==> src/rtl/cmd_dispatcher.sv <==
// cmd_dispatcher
//   Sequencer between the UART frame parser and the command handlers. A good
//   frame's command byte selects one handler channel; the frame payload is then
//   streamed out of the parser's payload buffer as a valid/ready byte stream.
//   Frames arriving mid-dispatch are dropped (overrun), and a dispatch that a
//   handler stalls for TIMEOUT_CYCLES consecutive cycles is aborted.
//
// Ports
//   clk, rst              clock, synchronous active-high reset
//   parse_done            good-frame pulse, cmd_in/len_in valid with it
//   parse_error           rejected-frame pulse (only counted)
//   cmd_in, len_in        command byte and payload length
//   payload_read_addr     read address into the parser payload buffer
//   payload_read_data     buffer data, combinational from payload_read_addr
//   handler_start         one-hot start pulse to the selected handler
//   cmd_len               length of the current dispatch
//   out_data/out_valid/out_last, out_ready   payload byte stream
//   busy                  dispatch in progress
//   dispatch_done         normal completion pulse
//   err_unknown_cmd, err_overrun, err_timeout   error pulses
//   err_count             saturating error counter
//
// state   | meaning
// --------+-------------------------------------------------------------
// IDLE    | waiting for parse_done; validates cmd and length
// START   | one-cycle handler_start pulse, read address cleared
// STREAM  | presenting payload bytes until the last beat transfers
// FINISH  | one-cycle dispatch_done pulse, then back to IDLE

module cmd_dispatcher #(
  parameter int NUM_HANDLERS    = 4,
  parameter int MAX_PAYLOAD_LEN = 256,
  parameter int ADDR_WIDTH      = $clog2(MAX_PAYLOAD_LEN),
  parameter int TIMEOUT_CYCLES  = 65535
) (
  input  logic                    clk,
  input  logic                    rst,
  input  logic                    parse_done,
  input  logic                    parse_error,
  input  logic [7:0]              cmd_in,
  input  logic [15:0]             len_in,
  output logic [ADDR_WIDTH-1:0]   payload_read_addr,
  input  logic [7:0]              payload_read_data,
  output logic [NUM_HANDLERS-1:0] handler_start,
  output logic [15:0]             cmd_len,
  output logic [7:0]              out_data,
  output logic                    out_valid,
  output logic                    out_last,
  input  logic [NUM_HANDLERS-1:0] out_ready,
  output logic                    busy,
  output logic                    dispatch_done,
  output logic                    err_unknown_cmd,
  output logic                    err_overrun,
  output logic                    err_timeout,
  output logic [7:0]              err_count
);

  localparam int SEL_W = (NUM_HANDLERS > 1) ? $clog2(NUM_HANDLERS) : 1;
  localparam logic [7:0]              NUM_H8      = 8'(NUM_HANDLERS);
  localparam logic [15:0]             MAX_LEN16   = 16'(MAX_PAYLOAD_LEN);
  localparam logic [15:0]             STALL_LIMIT = 16'(TIMEOUT_CYCLES - 1);
  localparam logic [NUM_HANDLERS-1:0] ONE_HOT_LSB = NUM_HANDLERS'(1);

  typedef enum logic [1:0] {
    S_IDLE   = 2'd0,
    S_START  = 2'd1,
    S_STREAM = 2'd2,
    S_FINISH = 2'd3
  } state_t;

  state_t                state_q, state_d;
  logic [SEL_W-1:0]      sel_q, sel_d;
  logic [15:0]           len_q, len_d;
  logic [ADDR_WIDTH-1:0] addr_q, addr_d;
  logic [15:0]           stall_q, stall_d;
  logic                  unk_q, unk_d;
  logic                  ovr_q, ovr_d;
  logic                  tmo_q, tmo_d;
  logic [7:0]            err_cnt_q, err_cnt_d;

  logic                  cmd_ok;
  logic                  beat_last;
  logic                  any_err;

  assign cmd_ok    = (cmd_in != 8'd0) && (cmd_in <= NUM_H8) && (len_in <= MAX_LEN16);
  // Last beat when addr == len-1; only evaluated in STREAM where len >= 1.
  assign beat_last = (16'(addr_q) == (len_q - 16'd1));
  assign any_err   = unk_q | ovr_q | tmo_q | parse_error;

  always_comb begin
    state_d       = state_q;
    sel_d         = sel_q;
    len_d         = len_q;
    addr_d        = addr_q;
    stall_d       = stall_q;
    unk_d         = 1'b0;
    ovr_d         = 1'b0;
    tmo_d         = 1'b0;
    handler_start = '0;
    out_valid     = 1'b0;
    out_last      = 1'b0;
    dispatch_done = 1'b0;

    case (state_q)
      S_IDLE: begin
        if (parse_done) begin
          len_d = len_in;
          sel_d = SEL_W'(cmd_in - 8'd1);
          if (cmd_ok) state_d = S_START;
          else        unk_d   = 1'b1;
        end
      end
      S_START: begin
        handler_start = ONE_HOT_LSB << sel_q;
        addr_d        = '0;
        stall_d       = '0;
        state_d       = (len_q == 16'd0) ? S_FINISH : S_STREAM;
      end
      S_STREAM: begin
        out_valid = 1'b1;
        out_last  = beat_last;
        if (out_ready[sel_q]) begin
          stall_d = '0;
          if (beat_last) begin
            // Park the address at 0 instead of stepping past the buffer end.
            addr_d  = '0;
            state_d = S_FINISH;
          end else begin
            addr_d = addr_q + ADDR_WIDTH'(1);
          end
        end else if (stall_q == STALL_LIMIT) begin
          stall_d = '0;
          addr_d  = '0;
          tmo_d   = 1'b1;
          state_d = S_IDLE;
        end else begin
          stall_d = stall_q + 16'd1;
        end
      end
      S_FINISH: begin
        dispatch_done = 1'b1;
        state_d       = S_IDLE;
      end
      default: state_d = S_IDLE;
    endcase

    // A frame arriving while a dispatch is active is dropped, not queued.
    if (parse_done && (state_q != S_IDLE)) ovr_d = 1'b1;

    err_cnt_d = err_cnt_q;
    if (any_err && (err_cnt_q != 8'hFF)) err_cnt_d = err_cnt_q + 8'd1;
  end

  always_ff @(posedge clk) begin
    if (rst) begin
      state_q   <= S_IDLE;
      sel_q     <= '0;
      len_q     <= '0;
      addr_q    <= '0;
      stall_q   <= '0;
      unk_q     <= 1'b0;
      ovr_q     <= 1'b0;
      tmo_q     <= 1'b0;
      err_cnt_q <= '0;
    end else begin
      state_q   <= state_d;
      sel_q     <= sel_d;
      len_q     <= len_d;
      addr_q    <= addr_d;
      stall_q   <= stall_d;
      unk_q     <= unk_d;
      ovr_q     <= ovr_d;
      tmo_q     <= tmo_d;
      err_cnt_q <= err_cnt_d;
    end
  end

  assign payload_read_addr = addr_q;
  assign out_data          = payload_read_data;
  assign cmd_len           = len_q;
  assign busy              = (state_q != S_IDLE);
  assign err_unknown_cmd   = unk_q;
  assign err_overrun       = ovr_q;
  assign err_timeout       = tmo_q;
  assign err_count         = err_cnt_q;

endmodule

==> config.mk <==
export PLATFORM = sky130hd
export DESIGN_NAME = cmd_dispatcher
export DESIGN_NICKNAME = d
export VERILOG_FILES = /design/src/rtl/cmd_dispatcher.sv
export SDC_FILE = /design/constraint.sdc
export NUM_CORES = 1
export LEC_CHECK = 0
export BUFFER_PORTS_ARGS = -buffer_cell sky130_fd_sc_hd__buf_2
export CORE_UTILIZATION = 38
export DETAILED_ROUTE_END_ITERATION = 7
export HOLD_SLACK_MARGIN = 0.12
export PLACE_DENSITY = 0.73
export SLEW_MARGIN = 20
export SYNTH_ARGS = -nofsm -noshare
export SYNTH_HDL_FRONTEND = slang
export SYNTH_SLANG_ARGS = --single-unit
==> constraint.sdc <==
create_clock -name clk -period 6 [get_ports clk]
set_clock_uncertainty 0.15 [all_clocks]
set_input_delay 0.3 -clock clk [delete_from_list [all_inputs] [get_ports clk]]
set_output_delay 0.3 -clock clk [all_outputs]
set_load 0.01 [all_outputs]
[Word-level counts from Yosys, hierarchy flattened]
Cells that the tools add are included.
Word-level totals
  register bits after elaboration: 55
Operators by class
  order comparisons: 3
  bitwise gates (word level): 6
  $add $sub $neg: 5
  reduce and logical (&&, ||, !) cells: 14
  shift operators: 1
  equal/unequal tests: 10
  mux-type cells: 23
Operators by type and width (count)
  2-to-1 mux 16 bit: 2
  case mux 16 bit (2 select lines): 1
  2-to-1 mux 8 bit: 3
  adder 16 x 1 -> 16 bit, second input constant: 1
  adder 8 x 1 -> 8 bit, second input constant: 2
  equality test 16 bit, second input constant: 1
  equality test 8 x 16 -> 1 bit: 1
  less-or-equal comparator 16 x 9 -> 1 bit, second input constant: 1
  zero test 16 bit: 1
  case mux 8 bit (2 select lines): 1
  subtractor 16 x 1 -> 16 bit, second input constant: 1
  2-to-1 mux 2 bit: 5
  less-or-equal comparator 8 x 3 -> 1 bit, second input constant: 1
  2-to-1 mux 1 bit: 8
  != test 8 bit, second input constant: 1
  case mux 2 bit (4 select lines): 1
  nonzero test 8 bit: 1
  != test 3 bit, second input constant: 2
  OR reduction 3 bit: 2
  equality test 2 bit, second input constant: 2
  logical AND 1 bit: 4
  2-to-1 mux 4 bit: 1
  != test 2 bit, second input constant: 2
  AND reduction 2 bit: 2
  10 further kinds: 15

[Depth between registers and ports, before layout]
Gate-level depths: netlist of run 1.
  word-level depth: 6
  mapped depth: 10
  depth with buffers taken out: 9

[Worst setup path after synthesis of run 1]
Ideal clock, no wire load.
  path kind: reg2reg
  from: reg len_q[0] (netlist: cmd_len[0])
  to: reg state_q[1]
  arrival: 2714 ps
  required time: 5747 ps
  slack: 3033 ps
  cell stages (with the launch flop): 9
  path through: dfxtp_1 inv_1 ha_1 or3b_4 or4_4 a221o_1 nor4b_4 o21ai_2 a2111oi_2
Between the ends
  longest elaborated chain between the ends: 4
RTL lines
  start, declared: line 73  | logic [15:0] len_q, len_d;
  start signal, assigned: line 168  | len_q <= len_d;
  subtractor 16 x 1 -> 16 bit: line 87  | assign beat_last = (16'(addr_q) == (len_q - 16'd1));
  equality test 8 x 16 -> 1 bit: line 87
  != test 3 bit (no source line)
  AND reduction 4 bit (no source line)
  end signal, assigned: line 166  | state_q <= state_d;
  end, declared: line 71  | state_t state_q, state_d;
No other way between the ends.
A chain may end at the register's enable or synchronous reset.

[Worst setup path after layout of run 1]
  from: reg len_q[0] (netlist: cmd_len[0])
  to: out out_last
Between the ends
  longest elaborated chain between the ends: 3
RTL lines
  subtractor 16 x 1 -> 16 bit: line 87
  equality test 8 x 16 -> 1 bit: line 87
  2-to-1 mux 1 bit: line 104  | case (state_q)
  end, declared: line 48  | output logic out_last,
No other way between the ends.

==> results.txt, run 1 <==
status = completed
nets@finish = 497
syn nets = 418
IO Port Bufs = 74
Initial Util = 39.0%
Design Area, Final = 3670 µm²
# diodes = 0
ys async rst share = 0%
maximum clock insertion buffer count = 2
# placed instances = 525
reg2reg setup slack = 2.69 ns
Synth cell types = 57
ratio of cells with drive above 1 in the final layout = 21.4%
TritonCTS clock tree = done
top-area cell type share of the netlist area = 36.7%
# DRC = 0
min cycle time layout = 3.66 ns
area of the multi-input gates = 1750 µm²
internal power = 0.597 mW
final hold slack = 0.138 ns
vias post-DR = 2832
IO Pins = 91
hold path start = parse_done
worst-margin pin slew = 0.740 ns
Max stage delay on crit path = 0.56 ns
RSZ-0062 raised after global routing = false
Fin Setup TNS = 0 ns
Core Region = 7690 µm²
Placer Congestion = 0.845
fin util = 47.8%
Max-Slew Margin vs Limit = 50.2%
die width = 90.9 µm
fin cells = 550
NetSw = 0.260 mW
#FFs+latches synth = 55
clk root buf = clkbuf_8
vias per std cell = 5.15
CTS Buf Count = 5
Final ANT Viol Nets = 0
final wirelength = 7630 µm
fmax = 273 MHz
count leader, synth = nand2_1
placed cell area = 3390 µm²
die height = 90.9 µm
r2r startpoint = cmd_len[0]$_SDFFE_PP0P_
cell types with the highest counts after synthesis = 59 x nand2_1, 55 x dfxtp_1, 44 x nor2_1
postcts setup bufs = 0
Resized cells post-CTS = 0
Seq/Total Area, Yosys = 36.7%
dpl ws = 2.71 ns
largest net degree at the start of global routing = 37
crit-path max FO = 7
Final period util = 60.9%
FF-to-FF path depth = 9
CP Capture Type = output port
CP Launch Type = register
Max-Cap Viols = 0
total power = 0.857 mW
Congestion Overflow GR = 0
initial antenna violation count = 0
Yosys warning count = 0
end of the worst hold path = err_overrun$_SDFF_PP0_
worst skew pair latency = 0.31 ns
die footprint = 8260 µm²
sw frac = 30.3%
Area growth syn-to-layout = 22.4%
first-pass GRT wire length = 12500 µm
Leak = 1.56 nW
dpl hpwl = 5560 µm
synthesized instance count = 368
Avg WL per Cell = 13.9 µm
number of synthesized flops with an enable pin = 0
H-Tree Depth = 2
Hold Path Class = in2reg
Final Hold Viols = 0
vias in the first global route = 2691
dominant cells by area after synthesis = dfxtp_1 37%, nand2_1 7.4%, xor2_1 6.4%
Required @ worst endpoint = 5.55 ns
largest area contributor in the netlist = dfxtp_1
CTS clk-pin slew, worst paths = 0.10 ns
clock sinks = 55
CP cell instances = inv_1 -> ha_1 -> nor3b_1 -> a21oi_1 -> a2111oi_0 -> nand4_1 -> nor4b_4 -> and2_2 -> buf_2
Register Area = 1100 µm²
combinational share of power = 23.0%
sequential power share = 47.9%
CP Data Arrival Time = 3.21 ns
Initial DRT Pass Iterations = 4
fin. max-slew vios = 0
hold bufs inserted after CTS = 17
CP Class = reg2out
synthesized area per cell = 8.16 µm²
PwrDens = 233 nW/µm²
Fillers = 783
final setup violation count = 0
all-layer global routing usage = 18.5%
# rows = 32
reg-to-reg endpoint = state_q[1]$_SDFFE_PP0P_
maximum vdd drop = 0.0905 mV
clock power share = 29.0%
worst hold path cell count = 2
Final WS setup = 2.34 ns
mapped cell area = 3000 µm²
commonest register cell after synthesis = dfxtp_1
Initial DRC Count = 104
CP max-delay cell = nor3b_1
-- per-layer routing --
layer / vias to the layer above / global-route usage, % / part of all wire (%)
li1: 1424 / - / -
met1: 1334 / 22.2 / 44
met2: 62 / 32.5 / 49
met3: 12 / 3.79 / 4.7
met4: 0 / 6.75 / 1.9
met5: - / 0 / 0
-- flip-flops by register name (all words and copies together), names as in the netlist --
signal,cells
payload_read_addr,8
cmd_len,16
state_q,2
err_timeout,1
err_unknown_cmd,1
err_count,8
sel_q,2
stall_q,16
err_overrun,1
-- final cells by class --
type                            count  area share, %
Clock buffer                        6           1.97
Clock inverter                      2           1.06
Inverter                           11           1.12
Multi-Input combinational cell    283           47.7
Sequential cell                    55           30.0
Tap cell                          102           3.47
Timing Repair Buffer               91           14.7
-- worst max-delay path by stage --
stage / start / endpoint
after floorplan: cmd_len[0]$_SDFFE_PP0P_ / state_q[1]$_SDFFE_PP0P_
final: cmd_len[0]$_SDFFE_PP0P_ / out_last
after global routing: cmd_len[0]$_SDFFE_PP0P_ / out_last
after detailed placement: cmd_len[0]$_SDFFE_PP0P_ / out_last
after global placement: cmd_len[0]$_SDFFE_PP0P_ / out_last
after CTS: cmd_len[0]$_SDFFE_PP0P_ / out_last
-- power by group through the flow --
stage / clock network [mW] / registers (mW) / logic [mW]
3_5_place_dp: 0 / 0.419 / 0.188
3_3_place_gp: 0 / 0.418 / 0.186
5_1_grt: 0.268 / 0.416 / 0.219
6_report: 0.249 / 0.411 / 0.197
2_1_floorplan: 0 / 0.417 / 0.135
4_1_cts: 0.254 / 0.411 / 0.197
-- kinds of logic (layout without fill, tap and decap cells) --
family                     after synthesis  in the layout  share of synthesized area, %
and+or+nand+nor                        177            177                          30.1
AOI/OAI and AO/OA                       58             58                          12.3
DFF                                     55             55                          36.7
xor gates and xnor gates                34             34                          9.92
buffers and inverters                   30            110                          5.04
adders and majority gates               10             10                          4.17
muxes                                    4              4                          1.79
-- placed cells by master, fill, tap and decap left out, types with 3 or more instances in the layout --
cell type and n:
buf_2 74, nand2_1 59, dfxtp_1 55, nor2_1 44, a21oi_1 26, xor2_1 22
dlygate4sd3_1 17, nand4_1 13, xnor2_1 12, inv_1 11, ha_1 10, o21ai_0 9
nor4_1 7, and3_1 7, nor3_1 7, nand3_1 6, or3_1 5, clkbuf_8 5
nor3b_1 4, a211oi_1 4, nand3b_1 3, or2_2 3
-- critical path, delay by kind of cell, from the launching register on --
| family | cells | cell delay (ns) |
|---|---|---|
| adders and majority gates | 1 | 0.24 |
| AOI/OAI and AO/OA | 2 | 0.55 |
| buffers and inverters | 2 | 0.22 |
| and+or+nand+nor | 4 | 1.50 |
| DFF | 1 | 0.39 |
Note: power is estimated with default switching activity, not from simulation.
==> run 2: changes to the inputs <==
Settings changed: PLACE_DENSITY 0.73 to 0.75.
Clock period 6 ns to 3.1 ns, I/O delays scaled along.
==> run 2 against run 1 <==
Effect of this change: hold slack improved by 0.022 ns; combinational power rose by 120%; final area rose by 6.2%; first-iteration DRC count rose by 28%; register-to-register slack got worse by 2.5 ns; non-clock buffer count rose by 22; highest routed layer unchanged.
==> results.txt, run 2 (synthesis gave the netlist of run 1 again) <==
status = completed
final setup violation count = 0 (unchanged)
fin util = 50.8% (+3.0 points)
crit-path max FO = 7 (unchanged)
final wirelength = 8100 µm (+6.3%)
CTS Buf Count = 5 (unchanged)
Final Hold Viols = 0 (unchanged)
# rows = 32 (unchanged)
H-Tree Depth = 2 (unchanged)
min cycle time layout = 3.00 ns
worst-margin pin slew = 0.749 ns (+0.00954 ns)
Hold Path Class = in2out
initial antenna violation count = 0 (unchanged)
dpl hpwl = 5700 µm (+2.5%)
# diodes = 0 (unchanged)
vias in the first global route = 2970 (+10%)
die width = 90.9 µm (unchanged)
placed cell area = 3430 µm² (+1.3%)
fin. max-slew vios = 0 (unchanged)
Avg WL per Cell = 14.2 µm (+2.2%)
# DRC = 0 (unchanged)
Leak = 1.68 nW (+7.9%)
vias per std cell = 5.19 (+0.87%)
die height = 90.9 µm (unchanged)
PwrDens = 428 nW/µm² (+84%)
Max-Cap Viols = 0 (unchanged)
clk root buf = clkbuf_8
FF-to-FF path depth = 9 (unchanged)
worst hold path cell count = 0 (-2)
first-pass GRT wire length = 13600 µm (+9.1%)
CP Capture Type = output port
TritonCTS clock tree = done
Required @ worst endpoint = 2.79 ns (-2.76 ns)
CP Data Arrival Time = 2.70 ns (-0.51 ns)
Placer Congestion = 0.864 (+2.4%)
maximum vdd drop = 0.211 mV (+130%)
IO Port Bufs = 74 (unchanged)
CP Class = reg2out
all-layer global routing usage = 20.2% (+1.7 points)
clock sinks = 55 (unchanged)
final hold slack = 0.160 ns (+0.0221 ns)
die footprint = 8260 µm² (unchanged)
Congestion Overflow GR = 0 (unchanged)
Initial DRC Count = 133 (+28%)
CTS clk-pin slew, worst paths = 0.10 ns (about the same)
Final ANT Viol Nets = 0 (unchanged)
vias post-DR = 2971 (+4.9%)
fin cells = 572 (+4.0%)
CP Launch Type = register
fmax = 333 MHz
largest net degree at the start of global routing = 23 (-38%)
Area growth syn-to-layout = 30.0%
worst skew pair latency = 0.32 ns (about the same)
RSZ-0062 raised after global routing = true
Fillers = 751 (-4.1%)
Final period util = 96.9%
nets@finish = 519 (+4.4%)
Initial Util = 39.0% (unchanged)
maximum clock insertion buffer count = 2 (unchanged)
Initial DRT Pass Iterations = 4 (unchanged)
commonest cells after routing, fill and taps aside = 73 x buf_2, 59 x nand2_1, 53 x dfxtp_1
Design Area, Final = 3900 µm² (+6.2%)
Core Region = 7690 µm² (unchanged)
IO Pins = 91 (unchanged)
Max-Slew Margin vs Limit = 50.0% (-0.18 points)
# placed instances = 531 (+1.1%)
most common cell after layout, fill and taps aside = buf_2
reg2reg setup slack = 0.19 ns (-2.50 ns)
ratio of cells with drive above 1 in the final layout = 24.7% (+3.3 points)
==> run 2: changes by cell type in the layout (fill, tap and decap cells not counted), moves of 2 or more <==
cell	change
buf_6	+2
nor3b_1	-2
inv_1	-2
nor3b_2	+2
dfxtp_1	-2
buf_4	+10
dlygate4sd3_1	+11
==> run 2: per-stage QoR <==
step	total power [mW]	worst slack, ns	TNS, ns
3_3_place_gp	1.17	0.103	0
5_1_grt	1.77	-0.0133	-0.0133
2_1_floorplan	1.07	0.133	0
3_5_place_dp	1.18	0.0312	0
4_1_cts	1.66	0.00634	0
6_report	1.67	0.0961	0
==> run 2: report_power, final <==
group / switching (mW) / leakage [nW] / internal, mW
sequential: 0.0511 / 0.448 / 0.742
combinational: 0.230 / 1.18 / 0.205
clock: 0.254 / 0.0533 / 0.189
total: 0.535 / 1.68 / 1.14
==> run 2: cell type report <==
class,instances,area [µm²],area share (%)
multi-input cells,283,1780,45.6
flip-flops and latches,55,1110,28.3
repair buffers,113,743,19.0
clock buffers,6,82.6,2.12
well taps,102,128,3.27
inverters,11,43.8,1.12
clock inverters,2,20.0,0.513
==> run 2: layer usage <==
layer  part of all wire, %  global-route usage, %  wire length [µm]
met1                    42                   23.8              3420
met2                    51                   36.2              4100
met3                   4.4                   3.62               359
met4                   2.8                   8.20               225
met5                     0                      0                 0
==> run 2: worst paths after layout <==
kind / start / end
setup reg to reg: cmd_len[1]$_SDFFE_PP0P_ / state_q[1]$_SDFFE_PP0P_
hold / removal: payload_read_data[3] / out_data[3]
setup / recovery: cmd_len[1]$_SDFFE_PP0P_ / out_last
hold reg to reg: err_count[7]$_SDFFE_PP0P_ / err_count[7]$_SDFFE_PP0P_
==> run 2: critical path, cell delays in order, from the launching register on <==
cell,delay [ns]
dfxtp_4,0.36
inv_4,0.06
ha_4,0.15
or3b_4,0.39
or4_4,0.43
a221o_1,0.38
nor4b_4,0.32
and2_4,0.20
buf_6,0.09
==> run 2: timing repair <==
item                                    in CTS  in global routing
gates cloned                                 0                  0
gates resized for setup                      4                 10
hold buffers                                28                  0
setup buffers                                1                  4
endpoints found under the hold margin       22                  0
pin swaps                                    1                  9
endpoints found under the setup margin       2                  2
==> run 3: changes to the inputs <==
Settings changed: BUFFER_PORTS_ARGS -buffer_cell sky130_fd_sc_hd__buf_2 to default, DONT_BUFFER_PORTS from default to 1, PLACE_DENSITY 0.75 to default.
==> run 3 against run 2 <==
Effect of this change: hold slack did not move; maximum frequency is 1.8% higher; combinational power decreased by 13%; global-route usage fell by 2.1 points; die area unchanged; via count shrank 12%; total power barely moved; worst setup slack improved by 0.052 ns; final cell count decreased by 13%; final area shrank 10%; critical endpoint unchanged; largest power group unchanged; highest routed layer unchanged.
==> results.txt, run 3 (synthesis gave the netlist of run 1 again) <==
crit-path max FO = 5 (-2)
sequential power share = 47.5% (about the same)
cell family with most CP delay = simple AND/OR/NAND/NOR gates
Max-Cap Viols = 0 (unchanged)
Core Region = 7690 µm² (unchanged)
fin cells = 498 (-13%)
Hold Path Class = in2out
WL met1 = 3350 µm (-2.0%)
CP cell instances = inv_1 -> ha_2 -> or3b_4 -> or4_4 -> a221o_1 -> nor4b_4 -> and2_2
first-pass GRT wire length = 12000 µm (-12%)
vias per std cell = 5.26 (+1.2%)
min cycle time layout = 2.95 ns (-0.0520 ns)
reg2reg setup slack = 0.16 ns (-0.03 ns)
maximum vdd drop = 0.262 mV (+24%)
Congestion Overflow GR = 0 (unchanged)
Final period util = 95.2% (-1.7 points)
sw frac = 29.8% (-2.2 points)
# rows = 32 (unchanged)
Required @ worst endpoint = 2.79 ns (about the same)
CP Launch Type = register
IO Pins = 91 (unchanged)
most common cell after layout, fill and taps aside = nand2_1
Fin Setup TNS = 0 ns (unchanged)
final wirelength = 7590 µm (-6.4%)
die width = 90.9 µm (unchanged)
Avg WL per Cell = 15.2 µm (+7.5%)
crit path buf inv count = 1 (-1)
NetSw = 0.498 mW (-6.8%)
CTS clk-pin slew, worst paths = 0.10 ns (about the same)
Final ANT Viol Nets = 0 (unchanged)
placed cell area = 3130 µm² (-8.8%)
Initial DRC Count = 112 (-16%)
met2 WL = 3680 µm (-10%)
Max stage delay on crit path = 0.49 ns (+0.06 ns)
clock sinks = 55 (unchanged)
Fillers = 775 (+3.2%)
# placed instances = 466 (-12%)
die height = 90.9 µm (unchanged)
initial antenna violation count = 0 (unchanged)
Initial DRT Pass Iterations = 4 (unchanged)
final setup violation count = 0 (unchanged)
# diodes = 0 (unchanged)
ratio of cells with drive above 1 in the final layout = 10.4% (-14 points)
uppermost routed layer = met4
worst-margin pin slew = 0.717 ns (-0.0322 ns)
CTS Buf Count = 5 (unchanged)
PwrDens = 476 nW/µm² (+11%)
maximum clock insertion buffer count = 2 (unchanged)
CP Capture Type = output port
routed wl met3 = 524 µm (+46%)
fmax = 339 MHz (+1.8%)
dpl hpwl = 5610 µm (-1.6%)
status = completed
internal power = 1.17 mW (+3.2%)
clock power share = 29.9% (+3.4 points)
Final Hold Viols = 0 (unchanged)
CP Data Arrival Time = 2.65 ns (-0.05 ns)
vias in the first global route = 2422 (-18%)
Placer Congestion = 0.875 (+1.2%)
Design Area, Final = 3510 µm² (-10%)
RSZ-0062 raised after global routing = false
worst skew pair latency = 0.31 ns (about the same)
# DRC = 0 (unchanged)
clk root buf = clkbuf_8
combinational share of power = 22.5% (-3.5 points)
IO Port Bufs = 0 (-100%)
Leak = 1.33 nW (-21%)
H-Tree Depth = 2 (unchanged)
vias post-DR = 2618 (-12%)
Initial Util = 39.0% (unchanged)
CP Class = reg2out
Max-Slew Margin vs Limit = 52.2% (+2.1 points)
TritonCTS clock tree = done
CP max-delay cell = or4_4
commonest cells after routing, fill and taps aside = 59 x nand2_1, 55 x dfxtp_1, 44 x nor2_1
all-layer global routing usage = 18.2% (-2.1 points)
nets@finish = 445 (-14%)
Area growth syn-to-layout = 17.0%
die footprint = 8260 µm² (unchanged)
fin. max-slew vios = 0 (unchanged)
largest net degree at the start of global routing = 37 (+61%)
## run 3: cell types whose count changed in the layout (fill, tap and decap cells not counted), sizes merged
cell | before | now
inv | 12 | 11
buf | 85 | 17
bufinv | 0 | 1
dlygate4sd3 | 28 | 22
## run 3: worst reg2reg max path, cell delays in order (launching register included)
cell       delay (ns)
dfxtp_1          0.33
inv_1            0.08
ha_2             0.22
or3b_4           0.40
or4_4            0.49
a221o_1          0.34
nor4b_4          0.26
buf_4            0.18
o21ai_2          0.07
a2111oi_2        0.33
## run 3: layout make-up
class	instances	area (µm²)	share of cell area (%)
clock buffers	6	82.6	2.35
clock inverters	2	35.0	0.998
inverters	11	41.3	1.18
multi-input cells	283	1760	50.2
flip-flops and latches	55	1100	31.4
well taps	102	128	3.63
repair buffers	39	360	10.3
## run 3: layer usage
layer  global-route usage, %  vias to the layer above
met5                       0                        -
met4                    3.57                        0
met3                    5.56                        5
met2                    30.8                       72
met1                    22.8                     1218
li1                        -                     1323
## run 3: metrics by stage
stage | util [%] | setup WS (ns) | power (mW) | hold slack, ns
after floorplan | - | 0.133 | 1.07 | 0.101
final | 45.7 | 0.148 | 1.67 | 0.160
after global routing | 45.7 | 0.0185 | 1.76 | 0.160
after global placement | 40.7 | 0.213 | 1.14 | 0.0792
after CTS | 45.6 | 0.108 | 1.68 | 0.160
after detailed placement | 40.7 | 0.0297 | 1.15 | 0.0802
## run 3: power by group through the flow
| stage | clock, mW | sequential (mW) | combinational [mW] |
|---|---|---|---|
| after floorplan | 0 | 0.807 | 0.262 |
| after global placement | 0 | 0.808 | 0.333 |
| after detailed placement | 0 | 0.809 | 0.338 |
| after CTS | 0.513 | 0.793 | 0.374 |
| after global routing | 0.542 | 0.799 | 0.415 |
| final | 0.500 | 0.794 | 0.376 |
## run 3: worst paths after layout
check,cells after the start,startpoint,to
max,7,cmd_len[1]$_SDFFE_PP0P_,out_last
min,0,payload_read_data[0],out_data[0]
max reg2reg,9,cmd_len[1]$_SDFFE_PP0P_,state_q[1]$_SDFFE_PP0P_
min reg2reg,2,stall_q[1]$_SDFFE_PP0P_,stall_q[1]$_SDFFE_PP0P_
## run 3: what timing repair did
item,in CTS,in global routing
endpoints found under the setup margin,1,10
buffers inserted,1,0
hold buffers,23,0
resized for setup,1,3
endpoints found under the hold margin,44,0
pin swaps,1,0
